[config.mk]
export PLATFORM = sky130hd
export DESIGN_NAME = layer_sched_ctrl_flat
export DESIGN_NICKNAME = d
export VERILOG_FILES = /design/src/rtl/layer_sched_ctrl_if.sv /design/src/rtl/layer_sched_ctrl.sv /design/src/flat_wrapper.sv
export SDC_FILE = /design/constraint.sdc
export NUM_CORES = 1
export LEC_CHECK = 0
export BUFFER_PORTS_ARGS = -buffer_cell sky130_fd_sc_hd__buf_2
export CAP_MARGIN = 20
export CORE_MARGIN = 2
export CORE_UTILIZATION = 60
export CTS_BUF_LIST = sky130_fd_sc_hd__clkbuf_2
export DETAILED_ROUTE_END_ITERATION = 7
export GPL_TIMING_DRIVEN = 0
export PLACE_DENSITY = 0.91
export SLEW_MARGIN = 20
export SYNTH_ARGS = -nofsm -noshare
export SYNTH_HDL_FRONTEND = slang
export SYNTH_SLANG_ARGS = --single-unit
[constraint.sdc]
create_clock -name read_clk -period 4.6 [get_ports read_clk]
set_clock_uncertainty 0.05 [all_clocks]
set_input_delay 0.46 -clock read_clk [delete_from_list [all_inputs] [get_ports read_clk]]
set_output_delay 0.46 -clock read_clk [all_outputs]
set_load 0.02 [all_outputs]
[src/rtl/layer_sched_ctrl_if.sv]
// Layer scheduler handshake bundle: frame intake, per-layer CNU/VNU sync,
// syndrome result and schedule status outputs.
interface layer_sched_ctrl_if #(
  parameter int unsigned LAYER_NUM = 3,
  parameter int unsigned MAX_ITER  = 10
);
  localparam int unsigned LAYER_W = (LAYER_NUM > 1) ? $clog2(LAYER_NUM) : 1;
  localparam int unsigned ITER_W  = (MAX_ITER > 1) ? $clog2(MAX_ITER) : 1;

  logic               frame_valid;
  logic               frame_ready;
  logic               c2v_mem_we;
  logic               vnu_done;
  logic               syndrome_valid;
  logic               syndrome_pass;
  logic               layer_finish;
  logic               vnu_update_pend;
  logic               termination;
  logic [LAYER_W-1:0] layer_idx;
  logic [ITER_W-1:0]  iter_idx;
  logic               converged;

  // Controller side
  modport slave (
    input  frame_valid, c2v_mem_we, vnu_done, syndrome_valid, syndrome_pass,
    output frame_ready, layer_finish, vnu_update_pend, termination,
           layer_idx, iter_idx, converged
  );

  // Decoder datapath / frame source side
  modport master (
    output frame_valid, c2v_mem_we, vnu_done, syndrome_valid, syndrome_pass,
    input  frame_ready, layer_finish, vnu_update_pend, termination,
           layer_idx, iter_idx, converged
  );
endinterface

[src/rtl/layer_sched_ctrl.sv]
// Layered LDPC decoder schedule controller.
// Sequences frame load, per-layer CNU write-back / VNU update sync, end of
// iteration syndrome check and frame termination.
// Optional feature macro: EARLY_TERM_EN (stop on syndrome pass, flag converged).
module layer_sched_ctrl #(
  parameter int unsigned LAYER_NUM   = 3,
  parameter int unsigned MAX_ITER    = 10,
  parameter int unsigned LOAD_CYCLES = 4
) (
  input  logic                read_clk,
  input  logic                rstn,
  layer_sched_ctrl_if.slave   bus
);

  localparam int unsigned LAYER_W = (LAYER_NUM > 1) ? $clog2(LAYER_NUM) : 1;
  localparam int unsigned ITER_W  = (MAX_ITER > 1) ? $clog2(MAX_ITER) : 1;
  localparam int unsigned LOAD_W  = (LOAD_CYCLES > 1) ? $clog2(LOAD_CYCLES) : 1;

  localparam logic [LAYER_W-1:0] LAST_LAYER = LAYER_W'(LAYER_NUM - 1);
  localparam logic [ITER_W-1:0]  LAST_ITER  = ITER_W'(MAX_ITER - 1);
  localparam logic [LOAD_W-1:0]  LOAD_INIT  = LOAD_W'(LOAD_CYCLES - 1);

  typedef enum logic [2:0] {
    S_IDLE  = 3'd0,
    S_LOAD  = 3'd1,
    S_RUN   = 3'd2,
    S_SYNC  = 3'd3,
    S_CHECK = 3'd4,
    S_DONE  = 3'd5
  } state_t;

  state_t             state_q, state_d;
  logic [LOAD_W-1:0]  load_cnt_q, load_cnt_d;
  logic [LAYER_W-1:0] layer_q, layer_d;
  logic [ITER_W-1:0]  iter_q, iter_d;
  logic               conv_q, conv_d;
  logic               seen_q, seen_d;
  logic               ready_q, ready_d;
  logic               finish_q, finish_d;
  logic               pend_q, pend_d;
  logic               term_q, term_d;
  logic               early_hit;

  // Early-termination qualifier for the syndrome result
`ifdef EARLY_TERM_EN
  assign early_hit = bus.syndrome_pass;
`else
  logic unused_syndrome_pass;
  assign unused_syndrome_pass = bus.syndrome_pass;
  assign early_hit            = 1'b0;
`endif

  // State and registered outputs
  always_ff @(posedge read_clk or negedge rstn) begin
    if (!rstn) begin
      state_q    <= S_IDLE;
      load_cnt_q <= '0;
      layer_q    <= '0;
      iter_q     <= '0;
      conv_q     <= 1'b0;
      seen_q     <= 1'b0;
      ready_q    <= 1'b1;
      finish_q   <= 1'b0;
      pend_q     <= 1'b0;
      term_q     <= 1'b0;
    end else begin
      state_q    <= state_d;
      load_cnt_q <= load_cnt_d;
      layer_q    <= layer_d;
      iter_q     <= iter_d;
      conv_q     <= conv_d;
      seen_q     <= seen_d;
      ready_q    <= ready_d;
      finish_q   <= finish_d;
      pend_q     <= pend_d;
      term_q     <= term_d;
    end
  end

  // Next-state, counters and output decode (outputs follow the next state so
  // they line up with the state they describe)
  always_comb begin
    state_d    = state_q;
    load_cnt_d = load_cnt_q;
    layer_d    = layer_q;
    iter_d     = iter_q;
    conv_d     = conv_q;
    seen_d     = seen_q;
    finish_d   = 1'b0;

    unique case (state_q)
      S_IDLE: begin
        if (bus.frame_valid) begin
          state_d    = S_LOAD;
          layer_d    = '0;
          iter_d     = '0;
          conv_d     = 1'b0;
          load_cnt_d = LOAD_INIT;
        end
      end

      S_LOAD: begin
        if (load_cnt_q == '0) begin
          state_d = S_RUN;
        end else begin
          load_cnt_d = load_cnt_q - LOAD_W'(1);
        end
      end

      S_RUN: begin
        // VNU completion may arrive early or together with the write-back
        if (bus.vnu_done) begin
          seen_d = 1'b1;
        end
        if (bus.c2v_mem_we) begin
          state_d = S_SYNC;
        end
      end

      S_SYNC: begin
        if (seen_q || bus.vnu_done) begin
          finish_d = 1'b1;
          seen_d   = 1'b0;
          if (layer_q < LAST_LAYER) begin
            layer_d = layer_q + LAYER_W'(1);
            state_d = S_RUN;
          end else begin
            state_d = S_CHECK;
          end
        end
      end

      S_CHECK: begin
        if (bus.syndrome_valid) begin
          if (early_hit || (iter_q == LAST_ITER)) begin
            state_d = S_DONE;
            if (early_hit) begin
              conv_d = 1'b1;
            end
          end else begin
            iter_d  = iter_q + ITER_W'(1);
            layer_d = '0;
            state_d = S_RUN;
          end
        end
      end

      S_DONE: begin
        state_d = S_IDLE;
      end

      default: begin
        state_d = S_IDLE;
      end
    endcase

    ready_d = (state_d == S_IDLE);
    pend_d  = (state_d == S_LOAD) || (state_d == S_SYNC);
    term_d  = (state_d == S_DONE);
  end

  assign bus.frame_ready     = ready_q;
  assign bus.layer_finish    = finish_q;
  assign bus.vnu_update_pend = pend_q;
  assign bus.termination     = term_q;
  assign bus.layer_idx       = layer_q;
  assign bus.iter_idx        = iter_q;
  assign bus.converged       = conv_q;

endmodule

[src/flat_wrapper.sv]
// flat-port wrapper written by rule: the top's interface ports become plain ports
module layer_sched_ctrl_flat 
#(
  parameter int unsigned LAYER_NUM   = 3,
  parameter int unsigned MAX_ITER    = 10,
  parameter int unsigned LOAD_CYCLES = 4
)
  (read_clk, rstn, bus_frame_valid, bus_c2v_mem_we, bus_vnu_done, bus_syndrome_valid, bus_syndrome_pass, bus_frame_ready, bus_layer_finish, bus_vnu_update_pend, bus_termination, bus_layer_idx, bus_iter_idx, bus_converged);
  layer_sched_ctrl_if #(.LAYER_NUM(LAYER_NUM), .MAX_ITER(MAX_ITER)) bus_i ();
  input  logic read_clk;
  input  logic rstn;
  input wire logic [$bits(bus_i.frame_valid)-1:0] bus_frame_valid;
  input wire logic [$bits(bus_i.c2v_mem_we)-1:0] bus_c2v_mem_we;
  input wire logic [$bits(bus_i.vnu_done)-1:0] bus_vnu_done;
  input wire logic [$bits(bus_i.syndrome_valid)-1:0] bus_syndrome_valid;
  input wire logic [$bits(bus_i.syndrome_pass)-1:0] bus_syndrome_pass;
  output wire logic [$bits(bus_i.frame_ready)-1:0] bus_frame_ready;
  output wire logic [$bits(bus_i.layer_finish)-1:0] bus_layer_finish;
  output wire logic [$bits(bus_i.vnu_update_pend)-1:0] bus_vnu_update_pend;
  output wire logic [$bits(bus_i.termination)-1:0] bus_termination;
  output wire logic [$bits(bus_i.layer_idx)-1:0] bus_layer_idx;
  output wire logic [$bits(bus_i.iter_idx)-1:0] bus_iter_idx;
  output wire logic [$bits(bus_i.converged)-1:0] bus_converged;
  assign bus_i.frame_valid = bus_frame_valid;
  assign bus_i.c2v_mem_we = bus_c2v_mem_we;
  assign bus_i.vnu_done = bus_vnu_done;
  assign bus_i.syndrome_valid = bus_syndrome_valid;
  assign bus_i.syndrome_pass = bus_syndrome_pass;
  assign bus_frame_ready = bus_i.frame_ready;
  assign bus_layer_finish = bus_i.layer_finish;
  assign bus_vnu_update_pend = bus_i.vnu_update_pend;
  assign bus_termination = bus_i.termination;
  assign bus_layer_idx = bus_i.layer_idx;
  assign bus_iter_idx = bus_i.iter_idx;
  assign bus_converged = bus_i.converged;
  layer_sched_ctrl #(.LAYER_NUM(LAYER_NUM), .MAX_ITER(MAX_ITER), .LOAD_CYCLES(LOAD_CYCLES)) u_core (.read_clk(read_clk), .rstn(rstn), .bus(bus_i));
endmodule
## Yosys cells after proc, flatten, opt, wreduce, memory -nomap -nowiden

Cells that the tools add are included.

- Bitwise logic cells: 0
- $add $sub $neg: 3
- Equal/unequal tests: 15
- Shift-type cells: 0
- Magnitude comparators: 1
- Multiply operators: 0
- Reduce and logical (&&, ||, !) cells: 13
- Div/mod/pow operators: 0
- Multiplexer cells: 26

Operator list:

| cell | number |
|---|---|
| 3-bit 2-to-1 mux | 7 |
| 3-bit case mux with 5 select lines | 1 |
| 2-bit 2-to-1 mux | 7 |
| 4-bit 2-to-1 mux | 3 |
| 2-bit inequality test, second input constant | 5 |
| 3-bit by 2-bit equality test with 1-bit output, second input constant | 3 |
| 4-bit case mux with 2 select lines | 1 |
| 3-bit by 1-bit equality test with 1-bit output, second input constant | 2 |
| 3-bit equality test, second input constant | 2 |
| 3-bit logical NOT | 2 |
| 2-bit case mux with 3 select lines | 1 |
| 3-bit AND reduction | 2 |
| 6-bit AND reduction | 1 |
| 2-bit nonzero test | 3 |
| 4-bit by 1-bit adder with 4-bit output, second input constant | 1 |
| 4-bit equality test, second input constant | 1 |
| 1-bit 2-to-1 mux | 4 |
| 2-bit by 1-bit inequality test with 1-bit output, second input constant | 2 |
| 2-bit case mux with 2 select lines | 1 |
| 4-bit AND reduction | 1 |
| 3-bit nonzero test | 1 |
| 2-bit by 1-bit adder with 2-bit output, second input constant | 1 |
| 2-bit logical NOT | 1 |
| 1-bit logical OR | 2 |
| other kinds (3) | 3 |

- Memory bits (writable): 0
- Output and inout port bits: 11
- Bits in registers: 16
- Bits in read-only memories: 0
- Bits in latches: 0
- Memories: 0

## Depth between registers and ports, before layout

Gate-level depths: netlist of run 1.

- Word-level depth: 6
- Depth in mapped cells: 5
- Gate-level depth less buffers: 5

## Worst setup path after synthesis of run 1

No wires, ideal clock.

- Kind: register to register
- Start: reg u_core.iter_q[1], in the netlist u_core.bus.iter_idx[1]
- End: reg u_core.layer_q[1], in the netlist u_core.bus.layer_idx[1]
- Data arrival time: 1.497 ns
- Data required time: 4.429 ns
- Setup slack: 2.932 ns
- Path buffers: 0
- Library setup time: 0.121 ns
- Cell stages (with the launch flop): 6
- Path through: dfrtp_1 -> inv_1 -> ha_1 -> and3b_1 -> a221o_1 -> a22o_1

- Word-level cells in the longest chain between the ends: 3

RTL lines:

| element | line | source |
|---|---|---|
| from (decl) | layer_sched_ctrl.sv:35 | `logic [ITER_W-1:0] iter_q, iter_d;` |
| from (signal assigned) | layer_sched_ctrl.sv:70 | `iter_q <= iter_d;` |
| 4-bit equality test | layer_sched_ctrl.sv:135 | `if (early_hit \|\| (iter_q == LAST_ITER)) begin` |
| 2-bit inequality test (no source line) | n/a |  |
| 6-bit AND reduction (no source line) | n/a |  |
| to (signal assigned) | layer_sched_ctrl.sv:69 | `layer_q <= layer_d;` |
| to (decl) | layer_sched_ctrl.sv:34 | `logic [LAYER_W-1:0] layer_q, layer_d;` |

No other way between the ends.
A chain may end at the register's enable or synchronous reset.

## Worst setup path in the final report of run 1

- Start: reg u_core.iter_q[0], in the netlist u_core.bus.iter_idx[0]
- End: reg u_core.layer_q[1], in the netlist u_core.bus.layer_idx[1]

Same word-level chain as after synthesis.

==> results.md, run 1 <==
- Status: finished, violations left
- Failing checks: hold timing
- Final core occ: 0.707
- Worst-Skew Late Latency: approximately 0.30 ns
- Most common cell after layout, fill and taps aside: buf_2
- CTS sink cnt: 16
- Post-CTS Setup Bufs: 0
- Vias in the first global route: 741
- Final instance area: 0.00104 mm²
- Grt peak-use layer: met2
- Critical path class: register to register
- Synth Flop Type: dfrtp_1
- Vias post-DR: 810
- Ratio of cells with drive above 1 in the final layout: 0.237
- Synth async-reset ratio: 1.00
- Part of the power in registers: 0.391
- DR pass1 iterations: 4
- Total wire length: between 1500 and 2000 µm
- Clk buf depth: 2
- Root Buffer: clkbuf_2
- Max Cap Viol: 0
- Net Count, Synth: about 110
- Total Routing Usage GR: 0.226
- P_leak: 0.498 nW
- Area contributors post-synth: dfrtp_1 (40%), ha_1 (4.0%), o21ai_1 (3.8%)
- Worst reg2reg setup slack: 2.93 ns
- Fin. max-slew vios: 0
- Die Ht: 43.4 µm
- Post-synth EDFFs: 0
- Global-route wire length before repair: 3150 µm
- IO Count: 18
- Net Switching: 0.000263 W
- GR Overflow Total: 0
- Antenna diodes: 0
- CTS clk-pin slew, worst paths: between 0.15 and 0.2 ns
- Switching Fraction: 0.441
- Worst EP required: 4.76 ns
- Final setup fails: 0
- Pin count of the biggest net entering global routing: 17
- CTS tree: yes
- Port bufs: 14
- Final nets: 125
- F_max: 599 MHz
- Mapped Area: around 930 µm²
- Peak supply drop: ~0.36 mV
- Most frequent cells in the layout: buf_2 (17), dfrtp_1 (15), inv_1 (7), o21ai_1 (7), a21oi_1 (5)
- Hold Fails Final Rpt: 15
- Critical path endpoint category: register
- PostCTS Resize Cnt: 0
- H-tree depth: 1
- Initial DRC Count: 14
- Final RePlAce weighted congestion: 0.867
- Crit-path max FO: 7
- Yosys cell types: 42
- Power share of the combinational group: 0.501
- Pwr Density: 573 mW/mm²
- Sequential share of the synthesized area: 0.431
- # rows: 14
- Setup TNS: 0 ns
- Synth Instances: 96
- Dpl cell area: 0.00102 mm²
- Internal: ~0.00033 W
- Post-synth top area share: 0.403
- Mapped Avg Cell Area: 9.70 µm²
- GRT met2 Usage: 0.361
- Synthesis warning total: 0
- DRC violations left: 0
- Met3 Track Usage GR: 0.0375
- Clk network pwr share: 0.109
- # fillers: 110
- Width of the die: approximately 43 µm
- Antenna violations before repair: 0
- CP arrival: 1.83 ns
- Die area: 0.00188 mm²
- Flop and latch count out of synthesis: 16
- Via density: 6.23
- Met1 usage: 0.291
- Starting Density: 0.633
- Synthesis-to-layout area growth: 11.7%
- Core box area: ~0.0015 mm²
- WL per Instance: 14.8 µm
- Final Cycle Share: 0.363
- Startpoint class of the critical path: register
- DPL Wire Length: roughly 1400 µm
- Post-route ant nets: 0
- RSZ-0062 raised after global routing: no
- Num CTS Buffers: 3
- Worst Hold Slack: -0.0162 ns
- Min Tclk post-route: 1.67 ns
- Hold-fix buffer count after cts: 0
- Area leader, netlist: dfrtp_1
- Worst hold path class: primary input to async pin
-- registers in the layout, summed over array words and instances (netlist names) --
name and cells:
u_core.state_q 3, u_core.bus.frame_ready 1, u_core.bus.layer_finish 1, u_core.bus.vnu_update_pend 1
u_core.bus.termination 1, u_core.bus.iter_idx 4, u_core.bus.layer_idx 2, u_core.seen_q 1
u_core.load_cnt_q 2
-- area by class of cell --
cell class                      instances  area (µm²)  share of cell area
Clock inverter                          1        3.75             0.00361
Tap cell                               16        20.0              0.0193
Sequential cell                        16         402               0.386
Multi-Input combinational cell         67         455               0.438
Buffer                                  6        47.5              0.0457
Clock buffer                            3        15.0              0.0144
Inverter                                7        26.3              0.0253
Timing Repair Buffer                   14        70.1              0.0674
-- worst max-delay path, stage by stage, from the launching register on --
cell	delay [ns]
dfrtp_1	0.48
ha_1	0.24
and3b_1	0.21
a221o_1	0.37
a22o_1	0.23
-- layer usage --
metal	vias up	wire [µm]	part of all wire
li1	390	-	-
met1	387	851	0.44
met2	26	930	0.48
met3	7	91	0.047
met4	0	53	0.028
met5	-	0	0
-- final timing paths --
| path | cells after the start | to | from |
|---|---|---|---|
| setup / recovery | 4 | u_core.bus.layer_idx[1] | u_core.bus.iter_idx[0] |
| hold / removal | 1 | u_core.state_q[1] | rstn |
| setup reg to reg | 4 | u_core.bus.layer_idx[1] | u_core.bus.iter_idx[0] |
| hold reg to reg | 1 | u_core.bus.iter_idx[2] | u_core.bus.iter_idx[2] |
| max in group asynchronous | 1 | u_core.bus.frame_ready | rstn |
| min in group read_clk | 3 | u_core.state_q[1] | bus_syndrome_valid |
-- metrics by stage --
stage	power (W)	setup WS, ns	std cells	hold WS, ns
final	0.000595	2.93	130	-0.0162
after global routing	0.000637	2.87	130	0.0226
after detailed placement	0.000531	2.96	126	0.341
after global placement	0.000517	2.99	126	0.337
after floorplan	0.000454	2.93	96	0.114
after CTS	0.000594	2.94	130	0.00633
-- cells in the mapped netlist, types with 2 or more instances --
cell	count
a41oi_1	2
a22o_1	2
nor3_1	3
a21oi_1	5
inv_1	7
ha_1	3
nor2_1	3
o21ai_0	2
buf_2	3
o21ai_1	7
dfrtp_1	15
a2bb2oi_1	2
nand2b_1	3
nor2b_1	2
or4b_1	2
nand2_1	4
nand3_1	3
nand4_1	3
and2_1	2
-- power groups by stage --
| stage | combinational (W) | sequential, W | clock, W |
|---|---|---|---|
| floorplan | 0.000196 | 0.000258 | 0 |
| global placement | 0.000286 | 0.000231 | 0 |
| detailed placement | 0.000295 | 0.000235 | 0 |
| CTS | 0.000297 | 0.000233 | 0.0000640 |
| global route | 0.000329 | 0.000240 | 0.0000680 |
| finish | 0.000298 | 0.000232 | 0.0000648 |
-- kinds of logic after synthesis --
logic type	after synthesis	share of synthesized area
AOI/OAI and AO/OA	29	0.215
adders and majority gates	3	0.0403
buffers and inverters	13	0.0793
DFF	16	0.431
muxes	1	0.0108
other	1	0.00403
and+or+nand+nor	33	0.219
Power figures use the tool's default switching activity.
==> run 2, diff against run 1 <==
- CORE_UTILIZATION: 60 -> 56
- PLACE_DENSITY: 0.91 -> 0.86
- clock period: 4.6 -> 1.6 ns (I/O delays scaled with it)
==> run 2 against run 1 <==
Effect of this change:
- the flow now finishes without violations
- first-iteration DRC count rose to 2.7 times the previous value
- register-to-register slack worse by 2.9 ns
- combinational power rose to 3.4 times the previous value
- utilization up 1.9 points
- power rose to 3.1 times the previous value
- maximum frequency up 7.8%
- critical path depth up 1
- cell area up 6.4%
- via count up 9.0%
- largest power group unchanged
==> results.md, run 2 (synthesized netlist as in run 1, its figures left out) <==
- Status: completed
- CTS sink cnt: 16
- Startpoint class of the critical path: register
- Pwr Density: 1700 mW/mm²
- Final RePlAce weighted congestion: roughly 0.86
- GR Overflow Total: 0
- Crit path launch: u_core.bus.iter_idx[1]
- Critical path class: register to register
- Most common cell after layout, fill and taps aside: buf_2
- Fin. max-slew vios: 0
- Vias post-DR: 883
- Port bufs: 14
- Starting Density: 0.611
- Worst r2r src: u_core.bus.iter_idx[1]
- H-tree depth: 1
- Final Cycle Share: 0.967
- Final nets: between 100 and 150
- CP arrival: 1.71 ns
- Hold Fails Final Rpt: 0
- DPL Wire Length: 1540 µm
- Antenna violations before repair: 0
- Die area: between 0.002 and 0.0025 mm²
- Worst reg2reg setup slack: 0.05 ns
- P_leak: 0.528 nW
- Synthesis-to-layout area growth: 18.8%
- WL per Instance: between 15 and 20 µm
- CTS clk-pin slew, worst paths: 0.16 ns
- Critical path endpoint category: register
- Ratio of cells with drive above 1 in the final layout: 0.314
- Num CTS Buffers: 3
- Clk buf depth: 2
- F_max: 646 MHz
- Worst hold path class: primary input to register
- IO Count: 18
- Total wire length: 2340 µm
- Via density: 6.45
- Setup TNS: 0 ns
- Max Cap Viol: 0
- Initial DRC Count: 38
- DR pass1 iterations: 4
- Worst-Skew Late Latency: approximately 0.30 ns
- Width of the die: 44.8 µm
- Crit-path max FO: 3
- Post-route ant nets: 0
- Power consumption: 0.00188 W
- Min Tclk post-route: roughly 1.5 ns
- Vias in the first global route: approximately 760
- # rows: 14
- Root Buffer: clkbuf_2
- Antenna diodes: 0
- R2R depth: 5
- CTS tree: yes
- Worst EP required: about 1.8 ns
- # fillers: approximately 110
- Die Ht: 44.8 µm
- Total Routing Usage GR: 0.237
- Max reg flops: 4
- DRC violations left: 0
- Peak supply drop: around 0.89 mV
- Core box area: 0.00152 mm²
- R2r endpoint: u_core.bus.layer_idx[1]
- Final setup fails: 0
- Global-route wire length before repair: approximately 3400 µm
- Pin count of the biggest net entering global routing: 17
- Most frequent cells in the layout: buf_2 (17), dfrtp_1 (13), o21ai_1 (8)
- Worst Setup EP: u_core.bus.layer_idx[1]
==> run 2: worst min-delay path by stage <==
stage	from	to	slack (ns)	cells past startpoint
after detailed placement	rstn	u_core.seen_q	0.04	1
after global routing	bus_syndrome_valid	u_core.bus.termination	0.12	3
after global placement	rstn	u_core.bus.termination	0.04	1
after floorplan	rstn	u_core.bus.iter_idx[0]	-0.19	0
after CTS	bus_vnu_done	u_core.seen_q	0.11	3
final	bus_vnu_done	u_core.seen_q	0.11	3
==> run 2: metrics by stage <==
stage	util	setup slack (ns)	hold WS, ns	instance area (µm²)	cells
floorplan	-	0.0219	-0.186	936	96
global placement	0.673	0.0256	0.0362	1030	126
detailed placement	0.673	-0.00797	0.0420	1030	126
CTS	0.697	0.00220	0.107	1060	132
global route	0.726	-0.00654	0.118	1110	137
finish	0.726	0.0526	0.111	1110	137
==> run 2: timing repair <==
item / CTS / global route
gates resized for setup: 0 / 3
buffers inserted: 1 / 5
hold buffers: 1 / 0
endpoints found under the setup margin: 2 / 4
hold endpoints to repair: 16 / 0
pin swaps: 0 / 1
==> run 2: layout make-up <==
cell class / instances / area, µm² / share of cell area
clock buffer: 3 / 15.0 / 0.0136
buffer: 6 / 47.5 / 0.0430
timing repair buffer: 21 / 125 / 0.113
clock inverter: 1 / 3.75 / 0.00339
sequential: 16 / 404 / 0.365
inverter: 7 / 26.3 / 0.0238
tap: 16 / 20.0 / 0.0181
multi-input combinational: 67 / 464 / 0.420
==> run 2: power breakdown <==
| part | internal [W] | leakage [nW] | switching (W) | total (W) |
|---|---|---|---|---|
| clock network | 0.0000543 | 0.0140 | 0.000136 | 0.000190 |
| logic | 0.000451 | 0.315 | 0.000573 | 0.00102 |
| registers | 0.000551 | 0.199 | 0.000110 | 0.000661 |
==> run 2: metal layers <==
metal / vias to the layer above / wire length [µm] / global-route usage
met1: 409 / 923 / 0.322
li1: 404 / - / -
met2: 51 / 1190 / 0.383
met4: 0 / 91 / 0.0882
met3: 19 / 137 / 0.0360
met5: - / 0 / 0
==> run 2: critical path, cell delays in order (launching register included) <==
cell and delay [ns]:
dfrtp_2 0.41, inv_1 0.06, ha_2 0.17, and3b_1 0.19, a221o_1 0.35, a22o_1 0.23
